`config.mk`:
```
export PLATFORM = sky130hd
export DESIGN_NAME = edge_event_arbiter
export DESIGN_NICKNAME = d
export VERILOG_FILES = /design/src/rtl/edge_event_arbiter_pkg.sv /design/src/rtl/edge_pend_cell.sv /design/src/rtl/edge_event_arbiter.sv
export SDC_FILE = /design/constraint.sdc
export NUM_CORES = 1
export LEC_CHECK = 0
export ABC_AREA = 1
export CAP_MARGIN = 20
export CORE_MARGIN = 1
export CORE_UTILIZATION = 33
export DETAILED_ROUTE_END_ITERATION = 16
export GPL_TIMING_DRIVEN = 0
export PLACE_DENSITY = 0.55
export SLEW_MARGIN = 40
export SYNTH_ARGS = -nofsm -noshare
export SYNTH_HDL_FRONTEND = slang
export SYNTH_HIERARCHICAL = 1
export SYNTH_SLANG_ARGS = --single-unit
```
`constraint.sdc`:
```
create_clock -name clk -period 2.69 [get_ports clk]
set_clock_uncertainty 0.15 [all_clocks]
set_input_delay 0.6725 -clock clk [delete_from_list [all_inputs] [get_ports clk]]
set_output_delay 0.6725 -clock clk [all_outputs]
set_load 0.02 [all_outputs]
```
`src/rtl/edge_event_arbiter_pkg.sv`:
```
// Shared types and limits for the edge event arbiter.
// Optional overflow tracking is enabled with EDGE_EVENT_ARBITER_OVERFLOW_EN.
package edge_event_arbiter_pkg;

    localparam int EDGE_MAX_CH   = 32;
    localparam int EDGE_CH_W_MAX = 5;

    // One serialised event: channel index plus edge polarity.
    typedef struct packed {
        logic [EDGE_CH_W_MAX-1:0] ch;
        logic                     rising;
    } edge_evt_t;

    typedef enum logic {
        IDLE    = 1'b0,
        PRESENT = 1'b1
    } arb_state_e;

endpackage

```
`src/rtl/edge_pend_cell.sv`:
```
// Per-channel edge detector with rise/fall pending flags and age tracking.
// With EDGE_EVENT_ARBITER_OVERFLOW_EN defined, a sticky overflow bit records
// any edge that merged into an already pending flag of the same type.
module edge_pend_cell
    import edge_event_arbiter_pkg::*;
(
    input  logic clk,
    input  logic rst,
    input  logic signal,
    input  logic rise_en,
    input  logic fall_en,
    input  logic grant,
    input  logic grant_rising,
    output logic rise_pend,
    output logic fall_pend,
    output logic rise_older
`ifdef EDGE_EVENT_ARBITER_OVERFLOW_EN
    ,
    output logic ovf,
    input  logic ovf_clr
`endif
);

    logic signal_r;
    logic rise_det;
    logic fall_det;
    logic rise_kept;
    logic fall_kept;
    logic rise_next;
    logic fall_next;
    logic age_next;

    // Edge detection, flag next-state (set beats clear) and age ordering.
    always_comb begin
        rise_det  = signal & ~signal_r & rise_en;
        fall_det  = ~signal & signal_r & fall_en;
        rise_kept = rise_pend & ~(grant & grant_rising);
        fall_kept = fall_pend & ~(grant & ~grant_rising);
        rise_next = rise_det | rise_kept;
        fall_next = fall_det | fall_kept;
        // A flag that survives this cycle is older than one set this cycle.
        if (rise_kept && fall_kept) begin
            age_next = rise_older;
        end else if (rise_kept) begin
            age_next = 1'b1;
        end else if (fall_kept) begin
            age_next = 1'b0;
        end else begin
            age_next = rise_det;
        end
    end

    // Sampled signal, pending flags and age bit; reset re-seeds signal_r
    // from the live line so no edge is seen on release.
    always_ff @(posedge clk) begin
        if (rst) begin
            signal_r   <= signal;
            rise_pend  <= 1'b0;
            fall_pend  <= 1'b0;
            rise_older <= 1'b0;
        end else begin
            signal_r   <= signal;
            rise_pend  <= rise_next;
            fall_pend  <= fall_next;
            rise_older <= age_next;
        end
    end

`ifdef EDGE_EVENT_ARBITER_OVERFLOW_EN
    logic merge;

    assign merge = (rise_det & rise_kept) | (fall_det & fall_kept);

    // Sticky overflow: a merge in the same cycle as a clear keeps it set.
    always_ff @(posedge clk) begin
        if (rst) begin
            ovf <= 1'b0;
        end else if (merge) begin
            ovf <= 1'b1;
        end else if (ovf_clr) begin
            ovf <= 1'b0;
        end
    end
`endif

endmodule

```
`src/rtl/edge_event_arbiter.sv`:
```
// Edge event arbiter: captures rising/falling edges on NUM_CH lines and
// serialises them round-robin onto a valid/ready event stream.
// Optional overflow reporting is enabled with EDGE_EVENT_ARBITER_OVERFLOW_EN.
module edge_event_arbiter
    import edge_event_arbiter_pkg::*;
#(
    parameter  int NUM_CH = 4,
    localparam int CH_W   = $clog2(NUM_CH)
) (
    input  logic              clk,
    input  logic              rst,
    input  logic [NUM_CH-1:0] signal,
    input  logic [NUM_CH-1:0] rise_en,
    input  logic [NUM_CH-1:0] fall_en,
    output logic              evt_valid,
    input  logic              evt_ready,
    output logic [CH_W-1:0]   evt_ch,
    output logic              evt_rising,
    output logic [NUM_CH-1:0] pending
`ifdef EDGE_EVENT_ARBITER_OVERFLOW_EN
    ,
    output logic [NUM_CH-1:0] ovf,
    input  logic [NUM_CH-1:0] ovf_clr
`endif
);

    if (NUM_CH < 2 || NUM_CH > EDGE_MAX_CH) begin : g_bad_num_ch
        $error("edge_event_arbiter: NUM_CH out of range");
    end

    arb_state_e        state_reg;
    logic [CH_W-1:0]   rr_ptr_reg;
    logic [NUM_CH-1:0] rise_pend;
    logic [NUM_CH-1:0] fall_pend;
    logic [NUM_CH-1:0] rise_older;
    logic [NUM_CH-1:0] pend_any;
    logic [NUM_CH-1:0] grant_vec;
    logic              any_pend;
    logic [CH_W-1:0]   grant_ch;
    logic              grant_rising;
    logic [CH_W:0]     idx;
    logic              load;
    logic [CH_W-1:0]   rr_next;

    assign pend_any = rise_pend | fall_pend;
    assign pending  = pend_any;

    for (genvar gi = 0; gi < NUM_CH; gi++) begin : g_cell
        assign grant_vec[gi] = load && (grant_ch == CH_W'(gi));

        edge_pend_cell u_cell (
            .clk          (clk),
            .rst          (rst),
            .signal       (signal[gi]),
            .rise_en      (rise_en[gi]),
            .fall_en      (fall_en[gi]),
            .grant        (grant_vec[gi]),
            .grant_rising (grant_rising),
            .rise_pend    (rise_pend[gi]),
            .fall_pend    (fall_pend[gi]),
            .rise_older   (rise_older[gi])
`ifdef EDGE_EVENT_ARBITER_OVERFLOW_EN
            ,
            .ovf          (ovf[gi]),
            .ovf_clr      (ovf_clr[gi])
`endif
        );
    end

    // Round-robin search upward from rr_ptr_reg, then pick the older edge type.
    always_comb begin
        any_pend = 1'b0;
        grant_ch = '0;
        idx      = '0;
        for (int i = 0; i < NUM_CH; i++) begin
            idx = {1'b0, rr_ptr_reg} + (CH_W+1)'(i);
            if (idx >= (CH_W+1)'(NUM_CH)) begin
                idx = idx - (CH_W+1)'(NUM_CH);
            end
            if (!any_pend && pend_any[idx[CH_W-1:0]]) begin
                any_pend = 1'b1;
                grant_ch = idx[CH_W-1:0];
            end
        end
        if (rise_pend[grant_ch] && fall_pend[grant_ch]) begin
            grant_rising = rise_older[grant_ch];
        end else begin
            grant_rising = rise_pend[grant_ch];
        end
        rr_next = (grant_ch == CH_W'(NUM_CH - 1)) ? '0 : grant_ch + 1'b1;
        load    = any_pend && ((state_reg == IDLE) || evt_ready);
    end

    // Presentation FSM with registered event outputs and round-robin pointer.
    always_ff @(posedge clk) begin
        if (rst) begin
            state_reg  <= IDLE;
            evt_valid  <= 1'b0;
            evt_ch     <= '0;
            evt_rising <= 1'b0;
            rr_ptr_reg <= '0;
        end else begin
            case (state_reg)
                IDLE: begin
                    if (load) begin
                        state_reg  <= PRESENT;
                        evt_valid  <= 1'b1;
                        evt_ch     <= grant_ch;
                        evt_rising <= grant_rising;
                        rr_ptr_reg <= rr_next;
                    end
                end
                PRESENT: begin
                    if (evt_ready) begin
                        if (load) begin
                            evt_ch     <= grant_ch;
                            evt_rising <= grant_rising;
                            rr_ptr_reg <= rr_next;
                        end else begin
                            state_reg <= IDLE;
                            evt_valid <= 1'b0;
                        end
                    end
                end
                default: begin
                    state_reg <= IDLE;
                    evt_valid <= 1'b0;
                end
            endcase
        end
    end

endmodule

```
==> results.yml, run 1 <==
global_routing:
  grt_pass1_wl_um: 4395
  antenna_found_initial: 0
  track_usage_pct: 13.28
  grt_max_degree: 13
  overflow: 0
  first_global_vias: 1067
synthesis:
  syn_inst: 202
  ys_ff_latch: 23
  synthTopCellsByArea: "dfxtp_1 (34%), nand2_1 (14%), inv_1 (12%), nor2_1 (6.7%), nand3_1 (5.2%)"
  netlist_area_um2: 1343
  synth.yosys.seq_area_share_pct: 34.30
  syn_avg_cell_area_um2: 6.646
  synth_fp_nets: 221
  netlist.area_leader.share_pct: 34.30
  synth_warnings: 6
  ys_types: 23
  synth_top_cell_by_area: "dfxtp_1"
power:
  clkPwrFrac_pct: 10.9
  intPower_mw: 0.9667
  p_total_mw: 1.940
  swShare_pct: 50.17
  combPwrFrac_pct: 66.0
  power.density_nw_per_um2: 1154
  leakage_nw: 0.8234
  irDropWorstVdd_mv: 0.3564
  p_switching_mw: 0.9731
  seq_power_share_pct: 23.2
run_status:
  status: "complete, no violations"
setup_path:
  r2r_slack_ns: 0.25
  cp_common_cell: "nand3_1"
  cp.required_ns: 2.67
  r2r_cells: 15
  reg2reg_from: "g_cell[3].u_cell/rise_pend"
  arrival_ns: 2.42
  start_kind: "flip-flop"
  crit_slowest_cell: "dfxtp_1"
  path_class: "flip-flop to flip-flop"
  max_stage_delay_ns: 0.34
  worstPathMaxFanout: 8
  r2r-end: "g_cell[1].u_cell/fall_pend"
  cp_cell_sequence: "nor2_2 -> nand2_1 -> nand3_1 -> nand2_1 -> nor2_4 -> nand3_1 -> nand3_1 -> nand2_2 -> inv_1 -> nand3_2 -> nand2_2 -> clkinvlp_4 -> buf_4 -> o21ai_2 -> a21oi_1"
  end_kind: "flip-flop"
final_layout:
  num-nets-final: 249
  antenna_cells: 0
  final_cell_mix: "nand2_1 (50), inv_1 (42), nor2_1 (23), dfxtp_1 (23), clkdlybuf4s50_1 (22)"
  syn_to_final_growth_pct: 25.26
  layout-drive-gt1-share_pct: 12.66
  nFillCells: 412
  layout_commonest_cell: "nand2_1"
placement:
  dp_slack_ns: 0.2506
  gp_congestion: 0.7797
  dp_hpwl_um: 2010
  io_buffers: 22
routing:
  drcViolationCount: 0
  firstDrtPassIters: 4
  avgRoutedWirePerCell_um: 9.159
  vias: 1189
  postRouteAntennaNets: 0
  vias_per_cell: 4.292
  routed_wl_um: 2537
  drt_iter0_markers: 69
die:
  die_x_um: 65.79
  fp.dieH_um: 65.79
  dieArea_um2: 4328
  std_cell_rows: 22
  fp.coreArea_um2: 3771
  initial_core_util_pct: 35.60
  num_io_pins: 23
sta:
  fin_tns_setup_ns: 0
  rsz0062_at_grt: "false"
  fin_crit_ns: 2.436
  setup_slack_ns: 0.2538
  maxSlewHeadroom_pct: 65.70
  setup_viol: 0
  fmax_ghz: 0.4105
  drv_slew: 0
  tightest_slew_ns: 0.5129
  final-hold-violation-count: 0
  period_share_pct: 90.56
clocking:
  clk_latency_ns: 0.26
  path_clk_slew_ns: 0.08
  clock-root-buffer: "clkbuf_8"
  cts_buffers: 3
  clockBufferDepth: 2
  cts_sinks: 23
  htreeDepth: 1
  tritoncts: "yes"
hold_path:
  hp-class: "flip-flop to flip-flop"
  hp-start: "evt_valid"
  hold_depth: 2
  holdPathEnd: "evt_valid"
run:
  max-cap-violations: 0
-- how the worst max path moves through the flow --
stage	depth (start not counted)	end	startpoint
floorplan	18	g_cell[0].u_cell/rise_older	rr_ptr_reg[0]
detailed placement	16	g_cell[0].u_cell/rise_older	g_cell[0].u_cell/rise_pend
finish	15	g_cell[1].u_cell/fall_pend	g_cell[3].u_cell/rise_pend
CTS	16	g_cell[0].u_cell/rise_older	g_cell[0].u_cell/rise_pend
global route	17	g_cell[0].u_cell/rise_older	g_cell[3].u_cell/rise_pend
global placement	16	g_cell[2].u_cell/rise_older	g_cell[0].u_cell/rise_pend
-- timing repair --
| action | CTS | global route |
|---|---|---|
| buffers inserted | 0 | 1 |
| hold endpoints to repair | 0 | 0 |
| gates resized for setup | 0 | 2 |
| setup endpoints to repair | 0 | 8 |
| hold buffers | 0 | 0 |
-- power by group through the flow --
stage	Clock (mW)	Combinational [mW]	Sequential [mW]
6_report	0.211	1.28	0.450
5_1_grt	0.232	1.45	0.460
4_1_cts	0.223	1.25	0.450
3_5_place_dp	0	1.25	0.457
3_3_place_gp	0	1.25	0.457
2_1_floorplan	0	0.950	0.476
-- worst max-delay path: cells and delay by family, from the launching register on --
family / cells / cell delay (ns)
AND/OR/NAND/NOR: 10 / 1.09
buffers and inverters: 3 / 0.49
flip-flops: 1 / 0.34
AO/OA/AOI/OAI: 2 / 0.21
-- cell usage after synthesis --
| library cell | count |
|---|---|
| o21a_1 | 2 |
| inv_1 | 43 |
| buf_6 | 1 |
| nand3_2 | 2 |
| a21oi_2 | 1 |
| a211oi_1 | 1 |
| nand2_1 | 50 |
| nand4_1 | 3 |
| inv_2 | 2 |
| nand2_4 | 1 |
| nor2_4 | 1 |
| nand2_2 | 4 |
| nand3_1 | 14 |
| o21ai_2 | 5 |
| nor2_2 | 3 |
| a21oi_1 | 8 |
| inv_6 | 1 |
| dfxtp_1 | 23 |
| o21ai_0 | 5 |
| a21boi_0 | 2 |
| ha_1 | 4 |
| nand3_4 | 2 |
| nor2_1 | 24 |
-- routing by layer --
| layer | global-route usage (%) | vias to the layer above | wire length [µm] |
|---|---|---|---|
| met5 | 0 | - | 0 |
| met3 | 2.069 | 4 | 50 |
| met2 | 20.54 | 13 | 1094 |
| met4 | 5.707 | 0 | 40 |
| li1 | - | 673 | - |
| met1 | 18.09 | 499 | 1352 |
-- area by class of cell --
class | count | area (µm²) | area share (%)
buffer | 1 | 11.26 | 0.6696
clock buffer | 4 | 45.04 | 2.679
inverter | 46 | 181.4 | 10.79
multi-input combinational | 132 | 695.7 | 41.37
sequential | 23 | 460.4 | 27.38
tap | 48 | 60.06 | 3.571
timing repair buffer | 23 | 227.7 | 13.54
-- logic make-up (layout without fill, tap and decap cells) --
| family | count (synthesis) | count (layout) | synth area share (%) |
|---|---|---|---|
| flip-flops | 23 | 23 | 34.30 |
| AND/OR/NAND/NOR | 104 | 104 | 36.35 |
| AO/OA/AOI/OAI | 24 | 24 | 11.56 |
| buffers and inverters | 47 | 74 | 14.07 |
| adder cells (fa/ha/maj) | 4 | 4 | 3.728 |
-- through the flow --
stage / cell area (µm²) / hold slack, ns / utilization [%] / std cells
final: 1682 / 0.3374 / 44.59 / 277
after global routing: 1682 / 0.3607 / 44.59 / 277
after CTS: 1668 / 0.3460 / 44.23 / 276
after detailed placement: 1623 / 0.3331 / 43.03 / 272
after global placement: 1623 / 0.3250 / 43.03 / 272
after floorplan: 1343 / 0.3067 / - / 202
No activity file was read; power rests on OpenSTA's default activity.
==> run 2, diff against run 1 <==
- SKIP_LAST_GASP: unset -> 1
==> results of run 2 <==
The final DEF is identical to that of run 1; final timing and power are the same.
==> run 3, diff against run 2 <==
- REMOVE_ABC_BUFFERS: unset -> 1
==> results.yml, run 3 (synthesis gave the netlist of run 1 again) <==
final_layout:
  final_cell_mix: "nand2_1 (50), inv_1 (42), nor2_1 (23)"
  antenna_cells: 0
  nFillCells: 395
  layout_commonest_cell: "nand2_1"
  stdcell_count: 275
  seqCellArea_um2: 461.7
  multiInputGateArea_um2: 700.7
  layout-drive-gt1-share_pct: 12.33
  num-nets-final: 247
  syn_to_final_growth_pct: 24.32
routing:
  avgRoutedWirePerCell_um: 8.982
  drt_iter0_markers: 70
  postRouteAntennaNets: 0
  wl_met3_um: 62
  routed_wl_um: 2470
  drcViolationCount: 0
  firstDrtPassIters: 4
  wl_met1_um: 1302
  vias_per_cell: 4.291
  top_layer: "met4"
  wl_met2_um: 1083
  vias: 1180
setup_path:
  end_kind: "flip-flop"
  start_kind: "flip-flop"
  arrival_ns: 2.43
  worstPathMaxFanout: 8
  path_class: "flip-flop to flip-flop"
  r2r-end: "g_cell[1].u_cell/rise_older"
  r2r_slack_ns: 0.31
  reg2reg_from: "g_cell[3].u_cell/rise_pend"
  cp.required_ns: 2.75
  r2r_cells: 17
die:
  initial_core_util_pct: 35.60
  num_io_pins: 23
  fp.dieH_um: 65.79
  dieArea_um2: 4328
  fp.coreArea_um2: 3771
  std_cell_rows: 22
  die_x_um: 65.79
clocking:
  clockBufferDepth: 2
  path_clk_slew_ns: 0.08
  htreeDepth: 1
  cts_sinks: 23
  postCtsSetupRepairBufs: 0
  tritoncts: "yes"
  cts_buffers: 3
  clock-root-buffer: "clkbuf_8"
  clk_latency_ns: 0.26
placement:
  gp_congestion: 0.8127
  io_buffers: 22
  dp_hpwl_um: 1997
  dp.cells: 271
global_routing:
  grt_max_degree: 13
  overflow: 0
  track_usage_pct: 13.61
  first_global_vias: 1122
  antenna_found_initial: 0
  grt_pass1_wl_um: 4629
hold_path:
  hp-class: "flip-flop to flip-flop"
  holdPathEnd: "evt_valid"
  hold_depth: 2
  hp-start: "evt_valid"
sta:
  drv_slew: 0
  fin_crit_ns: 2.377
  period_share_pct: 88.38
  maxSlewHeadroom_pct: 65.51
  final-hold-violation-count: 0
  fin_tns_setup_ns: 0
  setup_viol: 0
  fmax_ghz: 0.4206
  tightest_slew_ns: 0.5157
  rsz0062_at_grt: "false"
run_status:
  status: "complete, no violations"
power:
  p_total_mw: 1.901
  leakage_nw: 0.8143
  irDropWorstVdd_mv: 0.3597
  power.density_nw_per_um2: 1139
run:
  max-cap-violations: 0
-- run 3: cell types whose count changed in the layout (fill, tap and decap cells not counted), sizes merged --
cell / change
buf: -2
-- run 3: worst max-delay path by stage --
stage	startpoint	end	depth (start not counted)
after floorplan	rr_ptr_reg[0]	g_cell[0].u_cell/rise_older	17
after global placement	rr_ptr_reg[0]	g_cell[0].u_cell/rise_older	17
after detailed placement	rr_ptr_reg[0]	g_cell[1].u_cell/rise_older	17
after CTS	rr_ptr_reg[0]	g_cell[1].u_cell/rise_older	17
after global routing	g_cell[1].u_cell/rise_pend	g_cell[2].u_cell/rise_older	17
final	g_cell[3].u_cell/rise_pend	g_cell[1].u_cell/rise_older	17
-- run 3: final cells by class --
type                            instances  share of cell area (%)
Multi-Input combinational cell        132                   41.98
Sequential cell                        23                   27.66
Timing Repair Buffer                   22                   13.19
Inverter                               46                   10.87
Tap cell                               48                   3.598
Clock buffer                            4                   2.699
-- run 3: power by group --
part / internal [mW] / switching (mW) / total [mW]
clock: 0.106 / 0.105 / 0.211
combinational: 0.419 / 0.805 / 1.22
sequential: 0.410 / 0.0574 / 0.467
-- run 3: timing repair --
action,in CTS,in global routing
gates resized for setup,0,4
hold buffers,0,0
setup endpoints to repair,0,7
hold endpoints to repair,0,0
-- run 3: critical path, cell delays in order, from the launching register on --
cell and delay (ns):
dfxtp_1 0.34, nor2_2 0.18, nand2_1 0.09, nand3_1 0.10, nand2_1 0.11, nor2_4 0.17
nand3_1 0.08, nand3_1 0.08, nand2_2 0.10, inv_1 0.13, nand3_2 0.07, nand2_2 0.11
clkinvlp_4 0.20, nand2_1 0.13, nand2_1 0.07, nand2_1 0.06, nand2_1 0.06, nor2_1 0.09
-- run 3: per-stage QoR --
stage / utilization (%) / area (µm²) / setup WS (ns) / hold slack (ns)
after detailed placement: 42.73 / 1612 / 0.2403 / 0.3279
after global placement: 42.73 / 1612 / 0.2383 / 0.3252
final: 44.26 / 1669 / 0.3126 / 0.3461
after floorplan: - / 1331 / 0.5484 / 0.3067
after global routing: 44.26 / 1669 / 0.01501 / 0.3842
after CTS: 43.93 / 1657 / 0.2285 / 0.3427
-- run 3: metal layers --
layer / GRT usage, % / up-vias
li1: - / 671
met1: 17.92 / 491
met2: 22.45 / 16
met3: 2.241 / 2
met4: 4.348 / 0
met5: 0 / -
